$ cat src/rtl/upe_pkg.sv
// Shared definitions for the uncertainty-propagation negation datapath.
//   UPE_NEG_* : 2-bit operation-select encodings for the negation unit
//   UPE_WIDTH : default operand width
package upe_pkg;

   localparam int unsigned UPE_WIDTH = 64;

   localparam logic [1:0] UPE_NEG_ONES = 2'b00;  // bitwise inversion
   localparam logic [1:0] UPE_NEG_TWOS = 2'b01;  // two's complement
   localparam logic [1:0] UPE_NEG_SIGN = 2'b10;  // IEEE-754 sign flip
   localparam logic [1:0] UPE_NEG_PASS = 2'b11;  // pass-through

endpackage : upe_pkg

$ cat src/rtl/upe_negate_core.sv
// Combinational negation core: next result value and overflow condition.
// Build option: UPE_NEGATE_TWOS_EN builds the incrementer and overflow detect;
// without it, two's-complement mode falls back to bitwise inversion.
// Ports:
//   mode     : operation select (upe_pkg UPE_NEG_* encodings)
//   operand  : input operand
//   result_c : negated value
//   ovf_c    : operand is the most-negative value in two's-complement mode
module upe_negate_core
   import upe_pkg::*;
#(
   parameter int unsigned WIDTH = UPE_WIDTH
) (
   input  logic [1:0]       mode,
   input  logic [WIDTH-1:0] operand,
   output logic [WIDTH-1:0] result_c,
   output logic             ovf_c
);

   // MSB alone set: the sign-flip mask and the only two's-complement overflow pattern
   localparam logic [WIDTH-1:0] SIGN_MASK = {1'b1, {(WIDTH-1){1'b0}}};

   // Operation select
   always_comb begin
      result_c = operand;
      ovf_c    = 1'b0;
      case (mode)
         UPE_NEG_ONES: result_c = ~operand;
         UPE_NEG_TWOS: begin
`ifdef UPE_NEGATE_TWOS_EN
            result_c = ~operand + WIDTH'(1);
            ovf_c    = (operand == SIGN_MASK);
`else
            result_c = ~operand;
`endif
         end
         UPE_NEG_SIGN: result_c = operand ^ SIGN_MASK;
         UPE_NEG_PASS: result_c = operand;
         default:      result_c = operand;
      endcase
   end

endmodule : upe_negate_core

$ cat src/rtl/upe_negate64.sv
// Registered 64-bit negation unit, one-cycle latency, one operand per cycle.
// Build option: UPE_NEGATE_TWOS_EN enables two's-complement mode and ovf.
// Ports:
//   clk, rst  : clock (rising edge) and asynchronous active-high reset
//   in_valid  : operand accepted this cycle
//   mode      : operation select (upe_pkg UPE_NEG_* encodings)
//   In        : operand
//   out_valid : Out/flags hold a fresh result
//   Out       : result (held while no operand is accepted)
//   ovf       : two's-complement overflow (most-negative operand)
//   zero      : Out is all zeros
module upe_negate64
   import upe_pkg::*;
#(
   parameter int unsigned WIDTH = UPE_WIDTH
) (
   input  logic             clk,
   input  logic             rst,
   input  logic             in_valid,
   input  logic [1:0]       mode,
   input  logic [WIDTH-1:0] In,
   output logic             out_valid,
   output logic [WIDTH-1:0] Out,
   output logic             ovf,
   output logic             zero
);

   logic [WIDTH-1:0] result_c;
   logic             ovf_c;

   upe_negate_core #(
      .WIDTH (WIDTH)
   ) u_core (
      .mode     (mode),
      .operand  (In),
      .result_c (result_c),
      .ovf_c    (ovf_c)
   );

   // Result registers; zero is taken from the value being registered so it
   // always describes the current Out.
   always_ff @(posedge clk or posedge rst) begin
      if (rst) begin
         out_valid <= 1'b0;
         Out       <= '0;
         ovf       <= 1'b0;
         zero      <= 1'b1;
      end else begin
         out_valid <= in_valid;
         if (in_valid) begin
            Out  <= result_c;
            ovf  <= ovf_c;
            zero <= (result_c == '0);
         end
      end
   end

endmodule : upe_negate64

$ cat config.mk
export PLATFORM = sky130hd
export DESIGN_NAME = upe_negate64
export DESIGN_NICKNAME = d
export VERILOG_FILES = /design/src/rtl/upe_pkg.sv /design/src/rtl/upe_negate_core.sv /design/src/rtl/upe_negate64.sv
export SDC_FILE = /design/constraint.sdc
export NUM_CORES = 1
export LEC_CHECK = 0
export ABC_AREA = 1
export BUFFER_PORTS_ARGS = -buffer_cell sky130_fd_sc_hd__buf_2
export CAP_MARGIN = 15
export CORE_MARGIN = 1
export CORE_UTILIZATION = 40
export DETAILED_ROUTE_END_ITERATION = 10
export HOLD_SLACK_MARGIN = 0.06
export PLACE_DENSITY = 0.72
export SLEW_MARGIN = 10
export SYNTH_ARGS = -nofsm -noshare
export SYNTH_HDL_FRONTEND = slang
export SYNTH_SLANG_ARGS = --single-unit
$ cat constraint.sdc
create_clock -name clk -period 2 [get_ports clk]
set_input_delay 0.1 -clock clk [delete_from_list [all_inputs] [get_ports clk]]
set_output_delay 0.1 -clock clk [all_outputs]
set_load 0.02 [all_outputs]
Word level (Yosys, flattened, before mapping):

Cells that the tools add are included.

* register bits: 66
* word-level logic and storage cells: 12

* eq/ne operators: 3
* reduce and logical (&&, ||, !) cells: 3
* mux-type cells: 1
* bitwise gates (word level): 2

Operators with widths (number)
* $pmux W64 S3: 1
* $logic_not A64 Y1: 1
* $not A64 Y64: 1
* $eq A2 B2 Y1 const B: 2
* $eq A2 B1 Y1 const B: 1
* $logic_not A2 Y1: 1
* $reduce_or A2 Y1: 1
* $not A1 Y1: 1

Depth between registers and ports, before layout:

* depth after elaboration: 4
* mapped depth: 11
* gate-level depth less buffers: 9

Modules after synthesis:

Synthesis repeated with hierarchy kept, for this count alone.

* cell total of the unflattened synthesis: 415
* area total of the unflattened synthesis: 3433.3 µm²

Modules (own cells, without submodules)
* upe_negate64: area each 2756.4 µm², cells each 337, times used 1, sequential area each 1677.9 µm²
* upe_negate_core: area each 676.9 µm², cells each 78, times used 1, sequential area each 0.0 µm²

Least setup slack after synthesis:

Ideal clock, no wire load.

* path kind: input port to flip-flop
* from: input mode[1]
* to: register zero
* setup time: 0.061 ns
* cell stages on the path: 11
* setup slack: 0.956 ns
* arrival: 0.983 ns
* required time: 1.939 ns
* cells stage by stage: buf_6 inv_2 buf_4 nand2_1 nand2_1 nand2_1 nor2_1 nand2_1 nor2_1 nand4_1 nand2_1

* word-level cells in the longest chain between the ends: 4
* elaborated cells on any way between the ends: 7
* those cells by class: eq/ne: 3; mux: 1; reduce/logical: 3

RTL lines
* start, declared: RTL line upe_negate64.sv:20 `input logic [1:0] mode,`
* $eq A2 B1 Y1 / $logic_not A2 Y1 (equally long branches): RTL line upe_negate_core.sv:27 `case (mode)`
* $reduce_or A2 Y1 (no line)
* $pmux W64 S3 *: RTL line upe_negate_core.sv:27
* $logic_not A64 Y1 *: RTL line upe_negate64.sv:53 `zero <= (result_c == '0);`
* end signal, assigned: RTL line upe_negate64.sv:53
* end, declared: RTL line upe_negate64.sv:25 `output logic zero`

Mark *: on every way between the ends. The rest lies on a longest branch, timed or not.
A chain may end at the register's enable or synchronous reset.

Worst setup path after layout:

* from: input in_valid
* to: register Out[58]

RTL lines
* start, declared: RTL line upe_negate64.sv:19 `input logic in_valid,`
* end signal, assigned: RTL line upe_negate64.sv:51 `Out <= result_c;`
* end, declared: RTL line upe_negate64.sv:23 `output logic [WIDTH-1:0] Out,`

No word-level cell between the ends.

==> impl_results.md <==
* Die footprint at 9120 um^2
* Ant diodes at 0
* Pleak at 0.00254 uW
* Fin util at 53.0%
* Worst Skew at 0 ns
* Chip height at 95.5 um
* Syn_area_per_cell at 7.10 um^2
* Io pins at 136
* Initial drt markers at 139
* Area of the multi-input gates at 1490 um^2
* Final-layout fill cell count at 840
* Initial core utilization at 41.9%
* Vias at 3,385
* Final period utilization at 71.6%
* Gr ovfl total at 0
* CP max FO at 75
* Resize count post-CTS at 0
* Mapped cell area at 3500 um^2
* Run status: finished, final reports clean
* Port bufs at 134
* Inst Count DP at 714
* Detailed-route DRC error count at 0
* Startpoint Class: input port
* Layout cells sized above 1 at 25.4%
* P&R area growth vs syn at 26.3%
* Arr. time, crit path at 1.61 ns
* Max Cap Viol at 0
* Gate Count Post-Synth at 493
* Hold Crit Class: input port to flip-flop
* # nets final at 691
* Ys Warns at 0
* ANT nets after route at 0
* Clock root cell: clkbuf_8
* Max Slew Vio Count at 0
* Max Freq at 699 MHz
* Finish-stage setup viols at 0
* Register area at 1650 um^2
* FF+latch count, synth at 66
* Reg clk slew, reported paths at 0.07 ns
* TritonRoute pass-1 iters at 4
* Count of cell types in the netlist at 14
* Non-filler cells, final at 731
* Unrepaired setup endpoints after global routing: false
* Wirelength, routed at 9050 um
* CTS sink cnt at 66
* Worst IR Drop VDD at 0.000386 V
* CTS tree: done
* Post-Synth Adder-Cell Area at 0%
* Worst hold slack at 0.0734 ns
* Via-to-Cell Ratio at 4.63
* Core footprint at 8340 um^2
* Complex-gate fraction of the synthesized area at 9.01%
* CP cell instances: dlygate4sd3_1 > buf_2 > clkinv_2 > buf_4 > o21ai_0
* Seq/Total Area, Yosys at 47.2%
* First-pass GRT wire length at 14,700 um
* Syn nets at 562
* Main combinational cell family by area after synthesis: simple AND/OR/NAND/NOR gates
* Post-synthesis mux area share at 0%
* Top delay family on crit path: buffers and inverters
* Total CTS buffers at 9
* Worst-skew pair later-pin latency at 0.33 ns
* Crit path kind: input port to flip-flop
* H-Tree Depth at 3
* CP peak stage delay at 0.54 ns
* Clock buffer depth at 2
* Buffers & Inverters on Critical Path at 4
* Worst-path cell with the longest stage delay: dlygate4sd3_1
* Commonest non-fill, non-tap cell in the layout: nand2_1
* Gr usage total at 21.3%
* Fin. Hold Viols at 0
* Period minus WS final at 1.43 ns
* Routability cong. at 0.794
* Simple-gate area share of the yosys netlist at 29.2%
* Worst path required time at 2.18 ns
* Hold Buf Count CTS at 2
* XOR/XNOR share of the synthesized area at 4.26%
* Most frequent cells in the layout: nand2_1, buf_2, dfrtp_1
* CP Capture Type: flip-flop
* Slew headroom at 56.9%
* Die width at 95.5 um
* Postcts setup bufs at 0
* Hpwl dp at 6590 um
* Rows at 33
* Wire length per cell at 12.4 um
* Largest net degree at the start of global routing at 76
* Total negative setup slack at 0 ns
* Vias in the first global route at 3,292
* Slew @ Worst Pin at 0.646 ns
* PD cells at 781 nW/um^2
* Initial antenna violation count at 0
==> metrics by stage <==
step | worst slack, ns | power (uW) | instance area, um^2
final | 0.568 | 3450 | 4420
after global routing | 0.460 | 3660 | 4420
after CTS | 0.611 | 3500 | 4420
after detailed placement | 0.501 | 2400 | 4210
after global placement | 0.496 | 2380 | 4210
after floorplan | 0.247 | 2080 | 3500
==> kinds of logic (layout without fill, tap and decap cells) <==
group,count (synthesis),in the layout
AND/OR/NAND/NOR,271,271
AO/OA/AOI/OAI,63,63
other,1,1
flip-flops,66,66
XOR/XNOR,17,17
buffers and inverters,75,208
==> power by group <==
group / internal, uW / switching (uW) / leakage, uW
registers: 1480 / 75.5 / 0.000791
logic: 278 / 533 / 0.00165
clock network: 600 / 485 / 0.0000962
total: 2360 / 1090 / 0.00254
==> state kept, by name, summed over array words and instances, names as in the netlist <==
name / cells
zero: 1
Out: 64
out_valid: 1
==> tightest hold or removal path, cell delays in order <==
cell and delay, ns:
buf_2 0.08, xor2_1 0.06, o21ai_0 0.13
==> synthesized netlist by cell type <==
library cell | number | area, um^2
o21ai_0 | 63 | 315
dfstp_2 | 1 | 26.3
buf_6 | 7 | 78.8
nand2_1 | 245 | 920
clkbuf_1 | 13 | 48.8
nand3_1 | 1 | 5.00
dfrtp_1 | 65 | 1630
xor2_1 | 17 | 149
nand4_1 | 1 | 6.26
conb_1 | 1 | 3.75
nor2_1 | 24 | 90.1
inv_1 | 47 | 176
inv_2 | 2 | 7.51
buf_4 | 6 | 45.0
==> layer usage <==
layer | global-route usage, % | up-vias | routed length (um)
met1 | 26.5 | 1536 | 4070
met4 | 10.1 | 0 | 190
li1 | - | 1739 | -
met5 | 0 | - | 0
met3 | 4.23 | 16 | 504
met2 | 35.3 | 94 | 4290
==> worst paths after layout <==
check | to | slack [ns] | cells after the start | from
hold / removal | Out[47] | 0.07 | 3 | In[47]
setup / recovery | Out[58] | 0.57 | 5 | in_valid
min in group asynchronous | Out[3] | 0.40 | 4 | rst
max in group asynchronous | zero | 1.28 | 4 | rst
setup reg to reg | zero | 1.25 | 2 | zero
hold reg to reg | Out[37] | 0.48 | 2 | Out[37]
==> final cells by class <==
type,instances,area share [%]
Sequential cell,66,37.4
Multi-Input combinational cell,352,33.7
Clock inverter,3,0.906
Tap cell,105,2.97
Timing Repair Buffer,144,17.6
Clock buffer,12,3.28
Inverter,49,4.19
Power figures use the tool's default switching activity.
